`config.mk`:
```
export PLATFORM = sky130hd
export DESIGN_NAME = updown_mod_counter_flat
export DESIGN_NICKNAME = d
export VERILOG_FILES = /design/src/rtl/updown_mod_counter_pkg.sv /design/src/rtl/updown_mod_counter_if.sv /design/src/rtl/updown_mod_counter_bin2gray.sv /design/src/rtl/updown_mod_counter.sv /design/src/flat_wrapper.sv
export SDC_FILE = /design/constraint.sdc
export NUM_CORES = 1
export LEC_CHECK = 0
export ABC_CLOCK_PERIOD_IN_PS = 2220
export BUFFER_PORTS_ARGS = -buffer_cell sky130_fd_sc_hd__buf_2
export CORE_MARGIN = 1.5
export CORE_UTILIZATION = 46
export CTS_CLUSTER_SIZE = 40
export DETAILED_ROUTE_END_ITERATION = 8
export PLACE_DENSITY = 0.75
export SYNTH_ARGS = -nofsm -noshare
export SYNTH_HDL_FRONTEND = slang
export SYNTH_SLANG_ARGS = --single-unit
```
`constraint.sdc`:
```
create_clock -name clk -period 2.22 [get_ports clk]
set_clock_uncertainty 0.05 [all_clocks]
set_input_delay 0.444 -clock clk [delete_from_list [all_inputs] [get_ports clk]]
set_output_delay 0.444 -clock clk [all_outputs]
set_load 0.02 [all_outputs]
```
`src/rtl/updown_mod_counter_pkg.sv`:
```
// Shared constants and helpers for the up/down modulo counter.
// Latency: n/a (declarations only).
// Backpressure: n/a.
//
// DIR_UP / DIR_DN : encoding of the up_dn direction input.
// bin2gray        : binary to reflected Gray code. It works on 64 bits so that
//                   any WIDTH up to 64 can use it by casting in and out.
package counter_pkg;

   localparam logic DIR_UP = 1'b1;
   localparam logic DIR_DN = 1'b0;

   function automatic logic [63:0] bin2gray(input logic [63:0] bin);
      return bin ^ (bin >> 1);
   endfunction

endpackage

```
`src/rtl/updown_mod_counter_if.sv`:
```
// Control and status bundle of the up/down modulo counter.
// Latency: n/a (wires only).
// Backpressure: none; every control input is sampled each clock.
//
// master : the block that drives the counter (en, up_dn, load, load_val,
//          mod_max, sat_mode) and observes its status.
// slave  : the counter itself (count, gray, wrap registered; at_max and
//          at_zero combinational from count).
interface updown_mod_counter_if #(
   parameter int WIDTH = 4
) ();

   logic             en;
   logic             up_dn;
   logic             load;
   logic [WIDTH-1:0] load_val;
   logic [WIDTH-1:0] mod_max;
   logic             sat_mode;
   logic [WIDTH-1:0] count;
   logic [WIDTH-1:0] gray;
   logic             at_max;
   logic             at_zero;
   logic             wrap;

   modport master (
      output en, up_dn, load, load_val, mod_max, sat_mode,
      input  count, gray, at_max, at_zero, wrap
   );

   modport slave (
      input  en, up_dn, load, load_val, mod_max, sat_mode,
      output count, gray, at_max, at_zero, wrap
   );

endinterface

```
`src/rtl/updown_mod_counter_bin2gray.sv`:
```
// Combinational binary to Gray converter for a WIDTH-bit value.
// Latency: zero (pure combinational).
// Backpressure: none.
//
// Ports: bin (WIDTH, in) binary value; gray (WIDTH, out) its Gray code.
// WIDTH is limited to 64 by the package helper it wraps.
module bin2gray_w
   import counter_pkg::*;
#(
   parameter int WIDTH = 4
) (
   input  logic [WIDTH-1:0] bin,
   output logic [WIDTH-1:0] gray
);

   assign gray = WIDTH'(bin2gray(64'(bin)));

endmodule

```
`src/rtl/updown_mod_counter.sv`:
```
// WIDTH-bit up/down counter with load, programmable terminal value, wrap or
// saturate mode, registered Gray copy and a one-cycle wrap pulse.
// Latency: one cycle from inputs to count/gray/wrap; at_max/at_zero are
// combinational from count. Backpressure: none, a step is taken whenever en.
//
// Ports: clk, rst (synchronous, active-high); bus (slave modport) carries
// en, up_dn, load, load_val, mod_max, sat_mode in and count, gray, at_max,
// at_zero, wrap out.
module updown_mod_counter
   import counter_pkg::*;
#(
   parameter int WIDTH       = 4,
   parameter int RESET_VALUE = 0
) (
   input  logic                clk,
   input  logic                rst,
   updown_mod_counter_if.slave bus
);

   localparam logic [WIDTH-1:0] RST_CNT  = WIDTH'(RESET_VALUE);
   localparam logic [WIDTH-1:0] RST_GRAY = RST_CNT ^ (RST_CNT >> 1);
   localparam logic [WIDTH-1:0] ONE      = {{(WIDTH-1){1'b0}}, 1'b1};

   logic [WIDTH-1:0] nxt_cnt;
   logic [WIDTH-1:0] nxt_gray;
   logic             nxt_wrap;

   // Next-state mux: load beats enable; an out-of-range count (left behind
   // by lowering mod_max at run time) is pulled back to mod_max before any
   // normal up/down rule is considered. With mod_max = 0 the count sits at
   // 0 == mod_max, so wrap mode produces a wrap on every enabled step.
   always_comb begin
      nxt_cnt  = bus.count;
      nxt_wrap = 1'b0;
      if (bus.load) begin
         nxt_cnt = (bus.load_val > bus.mod_max) ? bus.mod_max : bus.load_val;
      end else if (bus.en) begin
         if (bus.count > bus.mod_max) begin
            nxt_cnt = bus.mod_max;
         end else if (bus.up_dn == DIR_UP) begin
            if (bus.count == bus.mod_max) begin
               if (!bus.sat_mode) begin
                  nxt_cnt  = '0;
                  nxt_wrap = 1'b1;
               end
            end else begin
               nxt_cnt = bus.count + ONE;
            end
         end else begin
            if (bus.count == '0) begin
               if (!bus.sat_mode) begin
                  nxt_cnt  = bus.mod_max;
                  nxt_wrap = 1'b1;
               end
            end else begin
               nxt_cnt = bus.count - ONE;
            end
         end
      end
   end

   // Gray is taken from the next count so it lands on the same edge as count.
   bin2gray_w #(
      .WIDTH (WIDTH)
   ) u_b2g (
      .bin  (nxt_cnt),
      .gray (nxt_gray)
   );

   always_ff @(posedge clk) begin
      if (rst) begin
         bus.count <= RST_CNT;
         bus.gray  <= RST_GRAY;
         bus.wrap  <= 1'b0;
      end else begin
         bus.count <= nxt_cnt;
         bus.gray  <= nxt_gray;
         bus.wrap  <= nxt_wrap;
      end
   end

   assign bus.at_max  = (bus.count == bus.mod_max);
   assign bus.at_zero = (bus.count == '0);

endmodule
```
`src/flat_wrapper.sv`:
```
// flat-port wrapper written by rule: the top's interface ports become plain ports
module updown_mod_counter_flat import counter_pkg::*;
#(
   parameter int WIDTH       = 4,
   parameter int RESET_VALUE = 0
)
  (clk, rst, bus_en, bus_up_dn, bus_load, bus_load_val, bus_mod_max, bus_sat_mode, bus_count, bus_gray, bus_at_max, bus_at_zero, bus_wrap);
  updown_mod_counter_if #(.WIDTH(WIDTH)) bus_i ();
  input  logic clk;
  input  logic rst;
  input wire logic [$bits(bus_i.en)-1:0] bus_en;
  input wire logic [$bits(bus_i.up_dn)-1:0] bus_up_dn;
  input wire logic [$bits(bus_i.load)-1:0] bus_load;
  input wire logic [$bits(bus_i.load_val)-1:0] bus_load_val;
  input wire logic [$bits(bus_i.mod_max)-1:0] bus_mod_max;
  input wire logic [$bits(bus_i.sat_mode)-1:0] bus_sat_mode;
  output wire logic [$bits(bus_i.count)-1:0] bus_count;
  output wire logic [$bits(bus_i.gray)-1:0] bus_gray;
  output wire logic [$bits(bus_i.at_max)-1:0] bus_at_max;
  output wire logic [$bits(bus_i.at_zero)-1:0] bus_at_zero;
  output wire logic [$bits(bus_i.wrap)-1:0] bus_wrap;
  assign bus_i.en = bus_en;
  assign bus_i.up_dn = bus_up_dn;
  assign bus_i.load = bus_load;
  assign bus_i.load_val = bus_load_val;
  assign bus_i.mod_max = bus_mod_max;
  assign bus_i.sat_mode = bus_sat_mode;
  assign bus_count = bus_i.count;
  assign bus_gray = bus_i.gray;
  assign bus_at_max = bus_i.at_max;
  assign bus_at_zero = bus_i.at_zero;
  assign bus_wrap = bus_i.wrap;
  updown_mod_counter #(.WIDTH(WIDTH), .RESET_VALUE(RESET_VALUE)) u_core (.clk(clk), .rst(rst), .bus(bus_i));
endmodule
```
# Word-level counts from Yosys, hierarchy flattened
# Index checks and enable logic that the tools add are counted.
[word_totals]
inputBits = 14
word_cells = 25
ff_bits = 9
out_inout_bits = 11
[classes]
mux = 13
n_lt_le_gt_ge = 2
eq_ne = 1
reduce_logical = 2
addsub = 2
n_bitwise = 2
[ops]
columns = ["cell", "n"]
rows = [
  ["2-to-1 mux 4 bit", 9],
  ["greater-than comparator 4 bit", 2],
  ["adder 4 x 1 -> 4 bit (second input constant)", 1],
  ["equality test 4 bit", 1],
  ["zero test 4 bit", 1],
  ["2-to-1 mux 1 bit", 4],
  ["OR reduction 4 bit", 1],
  ["subtractor 4 x 1 -> 4 bit (second input constant)", 1],
  ["XOR 4 x 3 -> 4 bit", 1],
  ["inverter 1 bit", 1],
]

# Logic depth before layout (Yosys ltp)
[logic_depth]
word_depth = 7
mapped_depth = 10
mapped_depth_nobuf = 10

# Modules after synthesis
# From an unflattened synthesis, not the netlist that was laid out.
[unflattened]
hier_cells = 131
area_unflattened_um2 = 1079.8
[modules_own_cells]
columns = ["mod", "seq_area_each_um2", "area_per_inst_um2", "cells_each", "n_inst"]
rows = [
  ["updown_mod_counter", 180.2, 1046.0, 127, 1],
  ["bin2gray_w", 0.0, 33.8, 4, 1],
]

# Worst setup path after synthesis
# Ideal clock, no wire load.
[synth_timing]
path_kind = "reg-to-reg"
startpoint = "reg u_core.bus.count[0]"
endpoint = "reg u_core.bus.gray[0]"
t_required_ns = 2.056
setup_time_ns = 0.114
stages_incl_launch_ff = 11
synth_period_minus_slack_ns = 2.306
setup_slack_ns = -0.086
path_buffers = 0
arrival_time_ns = 2.142
cell_sequence = "dfxtp_1 > inv_1 > ha_1 > or3b_4 > inv_2 > o211a_1 > a211oi_2 > a211oi_1 > o32a_2 > xor2_1 > nor2_1"
[synth_between]
elab_chain_len = 7
word_cells_on_any_way = 14
classes_between = "add/sub (2); order compare (1); eq/ne (1); mux (8); bitwise (1); reduce/logical (1)"
[synth_lines]
columns = ["item", "line", "text"]
rows = [
  ["start: declaration", "updown_mod_counter_if.sv:32", "output count, gray, at_max, at_zero, wrap"],
  ["start signal: assignment", "updown_mod_counter.sv:76", "bus.count <= nxt_cnt;"],
  ["zero test 4 bit", "n/a", ""],
  ["via bus_at_zero", "flat_wrapper.sv:20", "output wire logic [$bits(bus_i.at_zero)-1:0] bus_at_zero;"],
  ["2-to-1 mux 4 bit", "updown_mod_counter.sv:50", "if (bus.count == '0) begin"],
  ["2-to-1 mux 4 bit", "updown_mod_counter.sv:40", "end else if (bus.up_dn == DIR_UP) begin"],
  ["2-to-1 mux 4 bit", "updown_mod_counter.sv:38", "if (bus.count > bus.mod_max) begin"],
  ["2-to-1 mux 4 bit", "updown_mod_counter.sv:37", "end else if (bus.en) begin"],
  ["2-to-1 mux 4 bit", "updown_mod_counter.sv:35", "if (bus.load) begin"],
  ["XOR 4 x 3 -> 4 bit", "updown_mod_counter_pkg.sv:14", "return bin ^ (bin >> 1);"],
  ["end signal: assignment", "updown_mod_counter.sv:77", "bus.gray <= nxt_gray;"],
  ["end: declaration", "updown_mod_counter_if.sv:32", ""],
]
# The timed path passes the listed nets, and every way through them passes these cells.
# A chain may end at the register's enable or synchronous reset.

# Worst setup path after layout
[layout_timing]
startpoint = "reg u_core.bus.count[1]"
endpoint = "reg u_core.bus.gray[0]"
[layout_between]
elab_chain_len = 7
word_cells_on_any_way = 14
classes_between = "add/sub (2); order compare (1); eq/ne (1); mux (8); bitwise (1); reduce/logical (1)"
[layout_lines]
columns = ["item", "line", "text"]
rows = [
  ["subtractor 4 x 1 -> 4 bit, or another cell as far along", "updown_mod_counter.sv:56", "nxt_cnt = bus.count - ONE;"],
  ["2-to-1 mux 4 bit (on tied branches)", "updown_mod_counter.sv:50, updown_mod_counter.sv:41", ""],
  ["2-to-1 mux 4 bit", "updown_mod_counter.sv:40", ""],
  ["2-to-1 mux 4 bit", "updown_mod_counter.sv:38", ""],
  ["2-to-1 mux 4 bit *", "updown_mod_counter.sv:37", ""],
  ["2-to-1 mux 4 bit *", "updown_mod_counter.sv:35", ""],
  ["XOR 4 x 3 -> 4 bit *", "updown_mod_counter_pkg.sv:14", ""],
]
# Mark *: on every way between the ends. The rest lies on a longest branch, timed or not.

==> results.md <==
Final layout:
- The share of post-route cells with drive strength above 1 is a little over two fifths.
- The repair_antennas step left the layout with diodes totalling 0.
- The final design utilization is approximately two thirds.
- The count of nets after finishing is about 170.
- The final instance area is 0.00119 mm2.
- Relative to the synthesized area, the layout overhead comes to 38.5%.

Critical path:
- In this run the critical register-to-register path is captured at u_core.bus.gray[0].
- The signal on the critical path passes through ha_1, nand3_1, o221ai_2, a21bo_2, a211oi_2, o32a_2, xor2_1, nor2_1.
- In this design, the largest share of critical-path delay is due to compound AO/OA/AOI/OAI gates.
- The reg-to-reg critical path startpoint is u_core.bus.count[1].
- The category of the critical setup timing path is reg -> reg.
- Data arrives at the worst endpoint at roughly 2.2 ns.
- The number of buffers and inverters on the critical path is 0.
- Along the worst path, the maximum fanout reaches 7.
- The number of cells on the worst reg-to-reg path is 8.
- On the critical path, the stage with the largest delay is an instance of o32a_2.
- The category of the worst setup path capture point is a flip-flop.
- The startpoint kind of the worst setup timing path is a flip-flop.
- In this design, the stage delay of the slowest critical-path cell is about 0.43 ns.
- The endpoint required time on the critical path is around 2.3 ns.
- The slack of the worst reg-to-reg path is approximately 0.093 ns.

Routing:
- The count of nets left with antenna violations once routing finished came out at 0.
- The detailed router placed 979 vias in this run.
- After detailed routing, the total wire length is around 2400 um.
- The number of search-and-repair iterations in the first detailed-routing pass is 4.
- The first routing iteration left 33 violations.
- After detailed routing, the average wire length per cell comes to ~14 um.
- In the routed design, unresolved DRC markers number 0.
- Dividing the detail-routed via count by the number of cells gives ~5.8.

Global routing:
- The maximum number of pins on one net before global-route repair is 11.
- The number of antenna violations at the first check in global routing is 0.
- The total overflow left after global routing is 0.
- The number of global-route vias before repair is roughly 800.
- The global-route wire length before repair is ~3700 um.
- The overall track demand over capacity in global routing is between 20 and 25%.

Floorplanning:
- The core region is roughly 0.0017 mm2.
- The die is approximately 46 um tall.
- The boundary pin count is 25.
- The die is between 40 and 50 um wide.
- The full die area is 0.00213 mm2.
- For this configuration, the core starts out at a cell density of between 40 and 50%.
- Row generation in the floorplan step produced 15 rows.

Power:
- The proportion of total power due to net switching is between 40% and 50%.
- Of the total power, registers draw 27.5%.
- The clock network burns around 18% of the power.
- The internal power of the cells is between 0.3 and 0.4 mW.
- The analysis attributes to net switching a power of approximately 0.25 mW.
- The worst-case IR drop observed on VDD is 0.484 mV.
- The power per standard cell area is 531 mW/mm2.
- For this design the static power due to leakage is around 0.58 nW.
- The share of total power in combinational logic is between 50% and 60%.

Place:
- The HPWL reported at the end of detailed placement is about 1800 um.
- The standard cell area after detailed placement is ~0.0011 mm2.
- During placement, the flow inserted port buffers numbering 24.
- The placer's final routability congestion estimate is 0.869.
- OpenSTA, run right after detailed placement, puts the worst setup slack at -0.189 ns.

Yosys:
- The number of warning messages in the yosys log is 0.
- The mean post-synth cell area is roughly 8 um2.
- Counting flops with a built-in enable in the synthesized netlist gives 0.
- The async set-or-reset flop fraction in the synthesized netlist is 0%.
- Of all cell types, the one taking the most synthesized area is dfxtp_1.
- The proportion of synthesized chip area in sequential cells is between 10% and 20%.
- The post-synthesis net count is ~130.
- The cell count after synthesis came out at 105.
- The count of state elements after synthesis is 8.
- Ranked by total cell area, the synthesized netlist is headed by dfxtp_1 19%, ha_1 15%, nor2_1 5.2%, inv_1 4.8%, mux2i_1 4.7%.
- The number of distinct library cells after synthesis is 37.
- The share of the synthesized area in the top cell type is a little under a fifth.
- The most used flip-flop cell after synthesis is dfxtp_1.
- The post-synthesis instance area is between 800 and 900 um2.

STA:
- The clock period could shrink to between 2 and 2.5 ns.
- The sum of negative setup slack is 0 ns.
- The final number of hold-violating endpoints was 0.
- In the post-route analysis, the smallest setup slack over all paths is approximately 0.093 ns.
- The share of the clock period used by the worst path after layout is 95.8%.
- The minimum hold slack is roughly 0.39 ns.
- The worst pin sits at a relative slew slack of 68.4%.
- The achievable clock frequency is around 470 MHz.
- At the pin with the least slew margin, the transition time is between 0.4 and 0.5 ns.
- The final-report max-slew violation count is 0.
- Setup violations remaining at the end of the flow were counted as 0.

Run:
- The tool flagged a number of max-cap violations equal to 0.

Clocking:
- The tree built by TritonCTS fans out to 8 sinks.
- The clock-pin slew on the worst setup and hold paths is approximately 0.05 ns.
- The clock passes through at most 2 buffers.
- The clock reaches the later pin of the worst-skew pair after between 0.2 and 0.3 ns.
- The CTS tree is yes.
- Clock tree synthesis selected as its root buffer the cell clkbuf_4.
- The maximum level of the CTS H-tree is 1.
- After clock tree synthesis, the flow added hold-fix buffers numbering 0.
- The CTS buffer count is 3.

Min path:
- The type of the worst min-delay path is in -> reg.
- The terminating pin of the worst hold path is u_core.bus.count[1].
- The startpoint identified for the worst hold timing path is rst.
- Along the worst hold path, the cell count comes to 2.

Run status:
- The run finished with clean final reports.
[worst max-delay path by stage]
stage	startpoint	end	slack [ns]	cells after the start
after floorplan	u_core.bus.gray[3]	u_core.bus.gray[0]	0.03	8
after global placement	bus_mod_max[3]	u_core.bus.gray[2]	-0.17	10
after detailed placement	bus_mod_max[3]	u_core.bus.gray[2]	-0.19	10
after CTS	u_core.bus.count[0]	u_core.bus.gray[0]	0.02	10
after global routing	u_core.bus.count[0]	u_core.bus.gray[1]	-0.02	9
final	u_core.bus.count[1]	u_core.bus.gray[0]	0.09	8
[cell type report]
class / count / area (um2)
clock buffers: 3 / 22.5
fillers: 155 / 557
inverters: 12 / 45.0
multi-input cells: 82 / 684
flip-flops and latches: 8 / 165
well taps: 25 / 31.3
repair buffers: 40 / 240
[synth_stat cells (2+ instances only)]
library cell and number:
nor2_1 12, nand2_1 5, dfxtp_1 8, nand3_1 4
mux2i_1 4, a21oi_1 4, xor2_1 2, nor3_1 4
ha_1 10, o21ai_0 6, o311ai_0 2, o32ai_2 2
o311ai_1 2, o211ai_1 2, inv_1 11, nor2b_1 5
a311oi_1 2
[routing by layer]
| metal | GRT usage (%) | vias to the layer above | share of wire (%) |
|---|---|---|---|
| li1 | - | 475 | - |
| met3 | 7.45 | 6 | 7.5 |
| met5 | 0 | - | 0 |
| met1 | 34.2 | 451 | 45 |
| met2 | 35.0 | 47 | 45 |
| met4 | 12.0 | 0 | 2.3 |
[per-stage QoR]
stage / std cells / total power [mW]
6_report: 170 / 0.631
3_3_place_gp: 165 / 0.473
5_1_grt: 170 / 0.669
4_1_cts: 168 / 0.598
2_1_floorplan: 105 / 0.380
3_5_place_dp: 165 / 0.480
[layout by cell type, fill, tap and decap left out, types with 2 or more instances in the layout]
| cell | instances |
|---|---|
| xor2_1 | 2 |
| nand3_1 | 4 |
| a211oi_2 | 2 |
| clkbuf_4 | 3 |
| nand2_1 | 5 |
| nor2b_1 | 5 |
| o311ai_2 | 2 |
| nor3_1 | 4 |
| nor2_1 | 12 |
| inv_1 | 10 |
| o32ai_2 | 3 |
| buf_4 | 16 |
| a21oi_1 | 3 |
| o21ai_0 | 6 |
| ha_1 | 9 |
| mux2i_1 | 4 |
| dfxtp_1 | 6 |
| o211ai_1 | 2 |
| buf_2 | 24 |
| inv_2 | 2 |
[sequential cells by signal, indices dropped and copies added (netlist names)]
register	cells
u_core.bus.gray	4
u_core.bus.count	3
u_core.bus.wrap	1
[logic make-up (layout without fill, tap and decap cells)]
logic type | Yosys count | in the layout | synth area share (%)
adders and majority gates | 10 | 10 | 14.6
muxes | 4 | 4 | 4.66
xor gates and xnor gates | 3 | 3 | 3.06
AOI/OAI and AO/OA | 28 | 28 | 26.5
buffers and inverters | 15 | 55 | 9.18
and+or+nand+nor | 37 | 37 | 23.3
DFF | 8 | 8 | 18.7
[what timing repair did]
item / 4_1_cts / 5_1_grt
pin swaps: 0 / 5
buffers inserted: 0 / 2
resized for setup: 1 / 11
setup endpoints to repair: 1 / 5
[worst reg2reg max path, delay by kind of cell (launching register included)]
family	cells	cell delay, ns
compound gates	4	0.93
xor+xnor	1	0.18
fa+ha+maj	1	0.34
flops	1	0.37
simple gates	2	0.15
[power groups by stage]
stage	combinational (mW)	clock, mW	sequential (mW)
2_1_floorplan	0.180	0	0.201
3_5_place_dp	0.304	0	0.175
5_1_grt	0.372	0.122	0.175
3_3_place_gp	0.298	0	0.175
4_1_cts	0.309	0.117	0.173
6_report	0.344	0.114	0.173
No activity file was read; power rests on OpenSTA's default activity.
